$ cat src/rtl/inagu_nd.sv
// N-dimensional job address generator: pairs data/weight bank addresses per enabled cycle.
// Latency: the first address is presented in the cycle after start; one address pair per valid cycle.
// Backpressure: en low stalls every counter and the address registers; valid follows en while RUN.
module inagu_nd #(
   parameter int BPREC    = 6,
   parameter int BWBANKA  = 9,
   parameter int BDBANKA  = 15,
   parameter int BWLENGTH = 8,
   parameter int NDIM     = 4,
   parameter int BACC     = 2
) (
   input  logic                      clk,
   input  logic                      clr,
   input  logic                      start,
   input  logic                      en,
   input  logic [BPREC-1:0]          iprecision,
   input  logic [BPREC-1:0]          wprecision,
   input  logic [BDBANKA-1:0]        ibaseaddr,
   input  logic [BWBANKA-1:0]        wbaseaddr,
   input  logic [NDIM*BDBANKA-1:0]   istride,
   input  logic [NDIM*BWBANKA-1:0]   wstride,
   input  logic [NDIM*BWLENGTH-1:0]  length,
   input  logic [BACC-1:0]           acc_lvl,
   output logic                      valid,
   output logic [BDBANKA-1:0]        iaddr_out,
   output logic [BWBANKA-1:0]        waddr_out,
   output logic                      imsb,
   output logic                      wmsb,
   output logic                      sh_out,
   output logic                      acc_done,
   output logic                      busy,
   output logic                      done
);

   typedef enum logic [1:0] {
      ST_IDLE = 2'd0,
      ST_RUN  = 2'd1,
      ST_DONE = 2'd2
   } state_t;

   state_t state_q;
   logic   busy_q;
   logic   done_q;

   // Job configuration, captured at start. Precisions are stored as max count (p-1).
   logic [BPREC-1:0]    pdm_q;
   logic [BPREC-1:0]    pwm_q;
   logic [BDBANKA-1:0]  ibase_q;
   logic [BWBANKA-1:0]  wbase_q;
   logic [BDBANKA-1:0]  istr_q [NDIM];
   logic [BWBANKA-1:0]  wstr_q [NDIM];
   logic [BWLENGTH-1:0] len_q  [NDIM];
   logic [BACC-1:0]     acc_q;

   // Loop counters and the running per-dimension offsets (ck * stride_k).
   logic [BPREC-1:0]    bd_q, bd_d;
   logic [BPREC-1:0]    bw_q, bw_d;
   logic [BWLENGTH-1:0] c_q    [NDIM];
   logic [BWLENGTH-1:0] c_d    [NDIM];
   logic [BDBANKA-1:0]  ioff_q [NDIM];
   logic [BDBANKA-1:0]  ioff_d [NDIM];
   logic [BWBANKA-1:0]  woff_q [NDIM];
   logic [BWBANKA-1:0]  woff_d [NDIM];
   logic [BDBANKA-1:0]  iaddr_q, iaddr_d;
   logic [BWBANKA-1:0]  waddr_q, waddr_d;

   logic              adv;
   logic              bd_max;
   logic              bw_max;
   logic [NDIM:0]     carry;
   logic              last;
   logic              acc_hit;

   // clr also masks valid so nothing is consumed in a reset cycle.
   assign adv    = (state_q == ST_RUN) & en & ~clr;
   assign bd_max = (bd_q == pdm_q);
   assign bw_max = (bw_q == pwm_q);

   // Carry chain and next counter / offset / address values.
   // carry[k] means every loop inside dimension k is at its max; carry[NDIM] marks the final address.
   always_comb begin
      bd_d    = bd_max ? '0 : bd_q + 1'b1;
      bw_d    = bw_q;
      if (bd_max) begin
         bw_d = bw_max ? '0 : bw_q + 1'b1;
      end
      carry    = '0;
      carry[0] = bd_max & bw_max;
      for (int k = 0; k < NDIM; k++) begin
         c_d[k]    = c_q[k];
         ioff_d[k] = ioff_q[k];
         woff_d[k] = woff_q[k];
         carry[k+1] = carry[k] & (c_q[k] == len_q[k]);
         if (carry[k]) begin
            if (c_q[k] == len_q[k]) begin
               c_d[k]    = '0;
               ioff_d[k] = '0;
               woff_d[k] = '0;
            end else begin
               c_d[k]    = c_q[k] + 1'b1;
               ioff_d[k] = ioff_q[k] + istr_q[k];
               woff_d[k] = woff_q[k] + wstr_q[k];
            end
         end
      end
      iaddr_d = ibase_q + BDBANKA'(bd_d);
      waddr_d = wbase_q + BWBANKA'(bw_d);
      for (int k = 0; k < NDIM; k++) begin
         iaddr_d = iaddr_d + ioff_d[k];
         waddr_d = waddr_d + woff_d[k];
      end
      acc_hit = 1'b0;
      for (int k = 0; k < NDIM; k++) begin
         if (k == int'(acc_q)) begin
            acc_hit = carry[k+1];
         end
      end
   end

   assign last = carry[NDIM];

   assign valid     = adv;
   assign iaddr_out = iaddr_q;
   assign waddr_out = waddr_q;
   assign imsb      = adv & (bd_q == '0);
   assign wmsb      = adv & (bw_q == '0);
   assign sh_out    = adv & bd_max;
   assign acc_done  = adv & acc_hit;
   assign busy      = busy_q;
   assign done      = done_q;

   // Job FSM: IDLE -> RUN on start, RUN -> DONE after the final address, DONE pulses done for one cycle.
   always_ff @(posedge clk) begin
      if (clr) begin
         state_q <= ST_IDLE;
         busy_q  <= 1'b0;
         done_q  <= 1'b0;
      end else begin
         case (state_q)
            ST_IDLE: begin
               done_q <= 1'b0;
               if (start) begin
                  state_q <= ST_RUN;
                  busy_q  <= 1'b1;
               end
            end
            ST_RUN: begin
               if (adv && last) begin
                  state_q <= ST_DONE;
                  busy_q  <= 1'b0;
                  done_q  <= 1'b1;
               end
            end
            ST_DONE: begin
               state_q <= ST_IDLE;
               done_q  <= 1'b0;
            end
            default: begin
               state_q <= ST_IDLE;
               busy_q  <= 1'b0;
               done_q  <= 1'b0;
            end
         endcase
      end
   end

   // Capture job configuration on an accepted start; a precision of 0 behaves as 1.
   always_ff @(posedge clk) begin
      if (clr) begin
         pdm_q   <= '0;
         pwm_q   <= '0;
         ibase_q <= '0;
         wbase_q <= '0;
         acc_q   <= '0;
         for (int k = 0; k < NDIM; k++) begin
            istr_q[k] <= '0;
            wstr_q[k] <= '0;
            len_q[k]  <= '0;
         end
      end else if (state_q == ST_IDLE && start) begin
         pdm_q   <= (iprecision == '0) ? '0 : iprecision - 1'b1;
         pwm_q   <= (wprecision == '0) ? '0 : wprecision - 1'b1;
         ibase_q <= ibaseaddr;
         wbase_q <= wbaseaddr;
         acc_q   <= (int'(acc_lvl) >= NDIM) ? BACC'(NDIM - 1) : acc_lvl;
         for (int k = 0; k < NDIM; k++) begin
            istr_q[k] <= istride[k*BDBANKA +: BDBANKA];
            wstr_q[k] <= wstride[k*BWBANKA +: BWBANKA];
            len_q[k]  <= length[k*BWLENGTH +: BWLENGTH];
         end
      end
   end

   // Counters and registered addresses: seeded at start, stepped on each consumed non-final address.
   // The final address is left in place so the outputs keep the last value after the job.
   always_ff @(posedge clk) begin
      if (clr) begin
         bd_q    <= '0;
         bw_q    <= '0;
         iaddr_q <= '0;
         waddr_q <= '0;
         for (int k = 0; k < NDIM; k++) begin
            c_q[k]    <= '0;
            ioff_q[k] <= '0;
            woff_q[k] <= '0;
         end
      end else if (state_q == ST_IDLE && start) begin
         bd_q    <= '0;
         bw_q    <= '0;
         iaddr_q <= ibaseaddr;
         waddr_q <= wbaseaddr;
         for (int k = 0; k < NDIM; k++) begin
            c_q[k]    <= '0;
            ioff_q[k] <= '0;
            woff_q[k] <= '0;
         end
      end else if (adv && !last) begin
         bd_q    <= bd_d;
         bw_q    <= bw_d;
         iaddr_q <= iaddr_d;
         waddr_q <= waddr_d;
         for (int k = 0; k < NDIM; k++) begin
            c_q[k]    <= c_d[k];
            ioff_q[k] <= ioff_d[k];
            woff_q[k] <= woff_d[k];
         end
      end
   end

endmodule
$ cat config.mk
export PLATFORM = sky130hd
export DESIGN_NAME = inagu_nd
export DESIGN_NICKNAME = d
export VERILOG_FILES = /design/src/rtl/inagu_nd.sv
export SDC_FILE = /design/constraint.sdc
export NUM_CORES = 1
export LEC_CHECK = 0
export BUFFER_PORTS_ARGS = -buffer_cell sky130_fd_sc_hd__buf_2
export CORE_ASPECT_RATIO = 0.9
export CORE_MARGIN = 2
export CORE_UTILIZATION = 65
export CTS_BUF_LIST = sky130_fd_sc_hd__clkbuf_16
export DETAILED_ROUTE_END_ITERATION = 10
export PLACE_DENSITY = 0.86
export SKIP_LAST_GASP = 1
export SLEW_MARGIN = 15
export SYNTH_ARGS = -nofsm -noshare
export SYNTH_HDL_FRONTEND = slang
export SYNTH_SLANG_ARGS = --single-unit
$ cat constraint.sdc
create_clock -name clk -period 10.6 [get_ports clk]
set_clock_uncertainty 0.05 [all_clocks]
set_input_delay 0.53 -clock clk [delete_from_list [all_inputs] [get_ports clk]]
set_output_delay 0.53 -clock clk [all_outputs]
set_load 0.02 [all_outputs]
# Word-level counts from Yosys, hierarchy flattened
# Memories as Yosys holds them, arrays and structs flattened.
# Cells that the tools add are included.
[totals]
rom_bits = 0
latchBits = 0
output_inout_bits = 31
mem_bits_rw = 256
inputBits = 170
reg_bits = 78
mem_count = 6
[mem_list]
columns = ["memory", "depth", "word_bits", "rd", "rd_clocked_by_memory_dff", "wr", "line_no", "source"]
rows = [
  ["ioff_q", 4, 15, 4, 0, 4, "60", "logic [BDBANKA-1:0] ioff_q [NDIM];"],
  ["istr_q", 4, 15, 4, 0, 4, "50", "logic [BDBANKA-1:0] istr_q [NDIM];"],
  ["woff_q", 4, 9, 4, 0, 4, "62", "logic [BWBANKA-1:0] woff_q [NDIM];"],
  ["wstr_q", 4, 9, 4, 0, 4, "51", "logic [BWBANKA-1:0] wstr_q [NDIM];"],
  ["c_q", 4, 8, 4, 0, 4, "58", "logic [BWLENGTH-1:0] c_q [NDIM];"],
  ["len_q", 4, 8, 4, 0, 4, "52", "logic [BWLENGTH-1:0] len_q [NDIM];"],
]
[classes]
shifts = 0
n_reduce_logical = 15
div_mod_pow = 0
mux = 88
n_mul = 0
bitwise = 50
order_cmp = 0
addsub = 26
n_eq_ne = 13
[ops]
columns = ["op", "count"]
rows = [
  ["15-bit two-way mux", 22],
  ["9-bit two-way mux", 22],
  ["8-bit two-way mux", 20],
  ["15-bit adder", 8],
  ["9-bit adder", 8],
  ["1-bit bitwise OR", 36],
  ["8-bit by 1-bit adder with 8-bit output, second input constant", 4],
  ["8-bit == test", 4],
  ["6-bit two-way mux", 5],
  ["6-bit logical NOT", 4],
  ["15-bit by 6-bit adder with 15-bit output", 1],
  ["1-bit two-way mux", 15],
  ["6-bit by 1-bit adder with 6-bit output, second input constant", 2],
  ["6-bit == test", 2],
  ["6-bit by 1-bit subtractor with 6-bit output, second input constant", 2],
  ["1-bit AND", 11],
  ["9-bit by 6-bit adder with 9-bit output", 1],
  ["2-bit == test, first input constant", 2],
  ["2-bit logical NOT", 2],
  ["2-bit two-way mux", 2],
  ["2-bit case mux with 2 select lines", 1],
  ["2-bit OR reduction", 2],
  ["1-bit logical AND", 3],
  ["1-bit NOT", 3],
  ["10 further kinds", 10],
]

# Logic depth before layout (Yosys ltp)
[depth]
ltp_word = 13
ltp_mapped = 29
depth_no_buf = 26

# Worst setup path after synthesis
# OpenSTA, ideal clock, no wires.
[synth_path]
path_kind = "flip-flop to flip-flop"
start = "mem c_q[0][2]"
end = "reg iaddr_q[14], in the netlist iaddr_out[14]"
required_time_ns = 10.481
t_arrival_ns = 6.438
setup_time_ns = 0.069
path_stages_with_launch = 29
path_buffers = 3
slack_ns = 4.042
cell_sequence = "edfxtp_1 xnor2_1 nand4_1 nor2_1 clkbuf_1 nand2_1 clkbuf_1 clkbuf_1 nor4_1 a21oi_1 fa_1 inv_1 fa_1 inv_1 fa_1 inv_1 ha_1 fa_1 a21o_1 a21oi_1 o21ai_0 a31oi_1 nor2_1 o21a_1 o41ai_1 xnor2_1 xnor2_1 xnor3_1 o21ai_1"
[synth_rtl]
columns = ["element", "line_no", "source"]
rows = [
  ["start: declaration", "58", ""],
  ["end signal: assignment", "210", "iaddr_q <= ibaseaddr;"],
  ["end signal: assignment", "220", "iaddr_q <= iaddr_d;"],
  ["end: declaration", "64", "logic [BDBANKA-1:0] iaddr_q, iaddr_d;"],
]

# Worst setup path in the final report
[layout_path]
start = "reg bd_q[0]"
end = "reg iaddr_q[14], in the netlist iaddr_out[14]"
[layout_between]
elab_chain_len = 9
word_cells_on_any_way = 22
classes_between = "add/sub: 6; eq/ne: 1; mux: 7; bitwise: 5; reduce/logical: 3"
[layout_rtl]
columns = ["element", "line_no", "source"]
rows = [
  ["start: declaration", "56", "logic [BPREC-1:0] bd_q, bd_d;"],
  ["start signal: assignment", "198", "bd_q <= '0;"],
  ["start signal: assignment", "208", "bd_q <= '0;"],
  ["start signal: assignment", "218", "bd_q <= bd_d;"],
  ["6-bit by 1-bit adder with 6-bit output or 6-bit == test (tied branches)", "82, 76", ""],
  ["6-bit two-way mux or 1-bit AND (tied branches)", "82, 88", ""],
  ["15-bit by 6-bit adder with 15-bit output, or another cell as far along", "106", "iaddr_d = ibase_q + BDBANKA'(bd_d);"],
  ["15-bit adder, or another cell as far along (3 in a row)", "109", "iaddr_d = iaddr_d + ioff_d[k];"],
  ["15-bit adder or 1-bit logical NOT (tied branches)", "109, 217", ""],
  ["15-bit two-way mux or 1-bit logical AND (tied branches)", "217", "end else if (adv && !last) begin"],
  ["15-bit two-way mux or 2-bit nonzero test (tied branches)", "n/a", ""],
]
# Parallel ways exist; a longest one is shown, timed or not. The select of a mux whose other input is x is not followed.
# A chain may end at the register's enable or synchronous reset.

==> impl_metrics.ini <==
[worst_setup_path]
worstSetupPathType = flip-flop to flip-flop
cp.required_ps = 11000
crit_path_max_fanout = 34
crit_arrival_ps = 8170
startpoint_type = flip-flop
endpoint_kind = flip-flop

[logic_synthesis]
syn_avg_cell_area_um2 = 10.1
ys_async_sr_fraction = 0
netlist_area_um2 = 20800
synth_edf_count = 224
syn_nets = 2446
ys_seq_area_frac = 0.429
synthCells = 2062
synthFlopType = edfxtp_1
yosys_warnings = 0
ys_seq_elements = 334
synthDistinctLibCells = 69

[place]
place_inst = 2614
place_area_um2 = 22200
place.detailed.hpwl_mm = 39.2
pre_cts_ws_ps = 3030
place_congestion = 0.957
portBuffers = 200

[power]
p_comb_frac = 0.274
ir_drop_uv = 157
p_sw_frac = 0.320
power_leakage_nw = 10.3
pwr_density_cell_nw_per_um2 = 166
internal_power_w = 0.00264
finalPower_w = 0.00388
switchingPower_w = 0.00124
p_clk_frac = 0.321
seq_power_share = 0.405

[drt]
wirelength_mm = 53.7
routed.top_layer = met4
dr.first_iter.drc_count = 1613
vias_per_cell = 6.06
wl_met1_mm = 21.7
wl_met3_mm = 4.65
drt-pass1-iter-count = 8
met2_wirelength_mm = 24.7
drc_errors = 0
avgRoutedWirePerCell_um = 20.0
ant_nets = 0
route.vias.total = 16249

[job]
maxCapViolations = 0

[clock_tree]
htreeDepth = 2
cts_resized = 0
root_buffer = clkbuf_16
clk_latency_ps = 530
clkSinkCount = 334
cts_inserted_buffers = 38
cts_tree = built
cts.clk_slew.worst_paths_ps = 60
postCtsSetupRepairBufs = 0
cts_hold_buffers = 0
cts_buffer_depth = 3

[cells_and_area]
nets = 2622
fill_cells = 2192
multi_input_area_um2 = 11100
ff_latch_area_um2 = 8930
drive_gt1_frac = 0.128
layout.cells.non_filler = 2683
stdcell_area_um2 = 23400
area_growth_pct = 12.1
diodes = 0

[grt]
grt-ovfl-total = 0
grtUsageTotal = 0.325
grt_pass1_wl_mm = 84.5
antenna_found_initial = 0
grt_max_degree = 97
grt_pass1_vias = 16088

[die]
core_area_um2 = 31700
die_area_um2 = 33500
pin_count = 201
rows = 62
die_h_um = 174
start_util = 0.656
die_x_um = 193

[timing]
max_slew.worst_pin.slew_ps = 1120
fmax_ghz = 0.129
period_share = 0.732
fin_ws_ps = 2840
relSlewSlack = 0.253
rsz0062_at_grt = no
hold_viol = 0
period_needed_ps = 7760
drv_slew = 0
setup_viol = 0
finalSetupTns_ps = 0

[run_status]
status = completed

[hold_path]
hold_class = primary input to flip-flop
[layout make-up]
class / count / share of cell area
Clock buffer: 40 / 0.0429
Clock inverter: 29 / 0.00723
Inverter: 148 / 0.0239
Multi-Input combinational cell: 1501 / 0.474
Sequential cell: 334 / 0.382
Tap cell: 416 / 0.0223
Timing Repair Buffer: 215 / 0.0477
[metrics by stage]
stage / hold WS, ps / utilization
CTS: 188 / 0.736
detailed placement: 401 / 0.699
finish: 193 / 0.736
global route: 206 / 0.736
floorplan: 386 / -
global placement: 394 / 0.699
[cells in the mapped netlist (all sizes together) (3+ instances only)]
library cell / number / area [µm²]
nor2b: 11 / 68.8
or3: 12 / 75.1
a22o: 29 / 254
a211oi: 7 / 52.6
o31ai: 22 / 170
a21o: 46 / 345
o41ai: 5 / 43.8
nor3b: 11 / 87.6
edfxtp: 224 / 6730
mux2i: 5 / 50.1
nor2: 132 / 500
and2: 170 / 1060
dfxtp: 110 / 2200
nand4: 13 / 103
o21a: 12 / 90.1
and3: 18 / 113
o31a: 3 / 26.3
a21oi: 136 / 681
o211ai: 8 / 60.1
buf: 13 / 65.1
nand3: 62 / 315
fa: 84 / 1680
a22oi: 10 / 75.1
or2: 4 / 25.0
o21ai: 92 / 460
nor3: 32 / 165
nand3b: 4 / 30.0
xor2: 48 / 420
inv: 148 / 556
a2111oi: 5 / 43.8
o21bai: 17 / 128
xnor2: 125 / 1100
nand2b: 6 / 37.5
a31oi: 6 / 37.5
a311oi: 6 / 52.6
clkbuf: 66 / 248
nor4: 8 / 65.1
a221oi: 3 / 26.3
nand2: 199 / 747
ha: 130 / 1630
[layer usage]
layer / vias up / track usage
met5: - / 0
met4: 0 / 0.140
met3: 165 / 0.0427
met2: 841 / 0.519
met1: 7727 / 0.445
li1: 7516 / -
[logic make-up after synthesis]
group | synth area share
adders and majority gates | 0.159
AOI/OAI and AO/OA | 0.127
and+or+nand+nor | 0.166
xor gates and xnor gates | 0.0753
DFF | 0.429
buffers and inverters | 0.0417
muxes | 0.00240
[power groups by stage]
stage / logic [W] / clock network (W) / registers [W]
after floorplan: 0.000737 / 0 / 0.00158
after global placement: 0.000977 / 0 / 0.00159
after detailed placement: 0.00103 / 0 / 0.00160
after CTS: 0.00105 / 0.00125 / 0.00157
after global routing: 0.00117 / 0.00130 / 0.00158
final: 0.00107 / 0.00125 / 0.00157
[cell usage in the layout (no fill, tap or decap), types with 15 or more instances in the layout]
cell type | netlist | layout
edfxtp_1 | 224 | 224
buf_2 | 4 | 200
nand2_1 | 199 | 199
and2_1 | 170 | 170
inv_1 | 147 | 152
a21oi_1 | 136 | 136
ha_1 | 130 | 130
nor2_1 | 130 | 127
xnor2_1 | 124 | 124
dfxtp_1 | 110 | 110
o21ai_0 | 86 | 84
fa_1 | 84 | 84
nand3_1 | 61 | 61
xor2_1 | 48 | 48
a21o_1 | 46 | 46
clkbuf_16 | 0 | 40
nor3_1 | 31 | 31
a22o_1 | 29 | 29
o31ai_1 | 21 | 21
and3_1 | 18 | 18
o21bai_1 | 17 | 17
buf_4 | 1 | 15
[flip-flops by register name, summed over array words and instances, names as in the netlist, 2 cells and up]
register,count
istr_q,60
len_q,32
ibase_q,15
ioff_q,60
wbase_q,9
woff_q,36
pdm_q,6
bd_q,6
state_q,2
c_q,32
pwm_q,6
bw_q,6
wstr_q,36
acc_q,2
waddr_out,9
iaddr_out,15
[final timing paths]
check | start | slack, ps | endpoint | depth (start not counted)
worst max-delay path | bd_q[0]$_SDFFE_PP0P_ | 2840 | iaddr_out[14]$_SDFFE_PP0P_ | 23
worst min-delay path | wprecision[0] | 190 | pwm_q[0]$_SDFFE_PP0P_ | 2
worst max register to register | bd_q[0]$_SDFFE_PP0P_ | 2840 | iaddr_out[14]$_SDFFE_PP0P_ | 23
worst min register to register | ibase_q[4]$_SDFFE_PP0P_ | 410 | ibase_q[4]$_SDFFE_PP0P_ | 2
[worst max-delay path: stages, from the launching register on]
cell     delay (ps)
dfxtp_1         460
xnor2_1         180
nand4_2         180
nor4_4          770
nand3_2         760
nor2_1          910
a22oi_1         240
fa_1            550
inv_1            50
fa_1            480
inv_1            60
fa_1            530
inv_1            50
ha_1            310
a21oi_1         260
o21ai_0         160
a31oi_1         290
nor2_1           80
o21a_1          190
o41ai_1         330
xnor2_1         180
xnor2_1         160
xnor3_1         330
o21ai_1         110
Power figures use the tool's default switching activity.
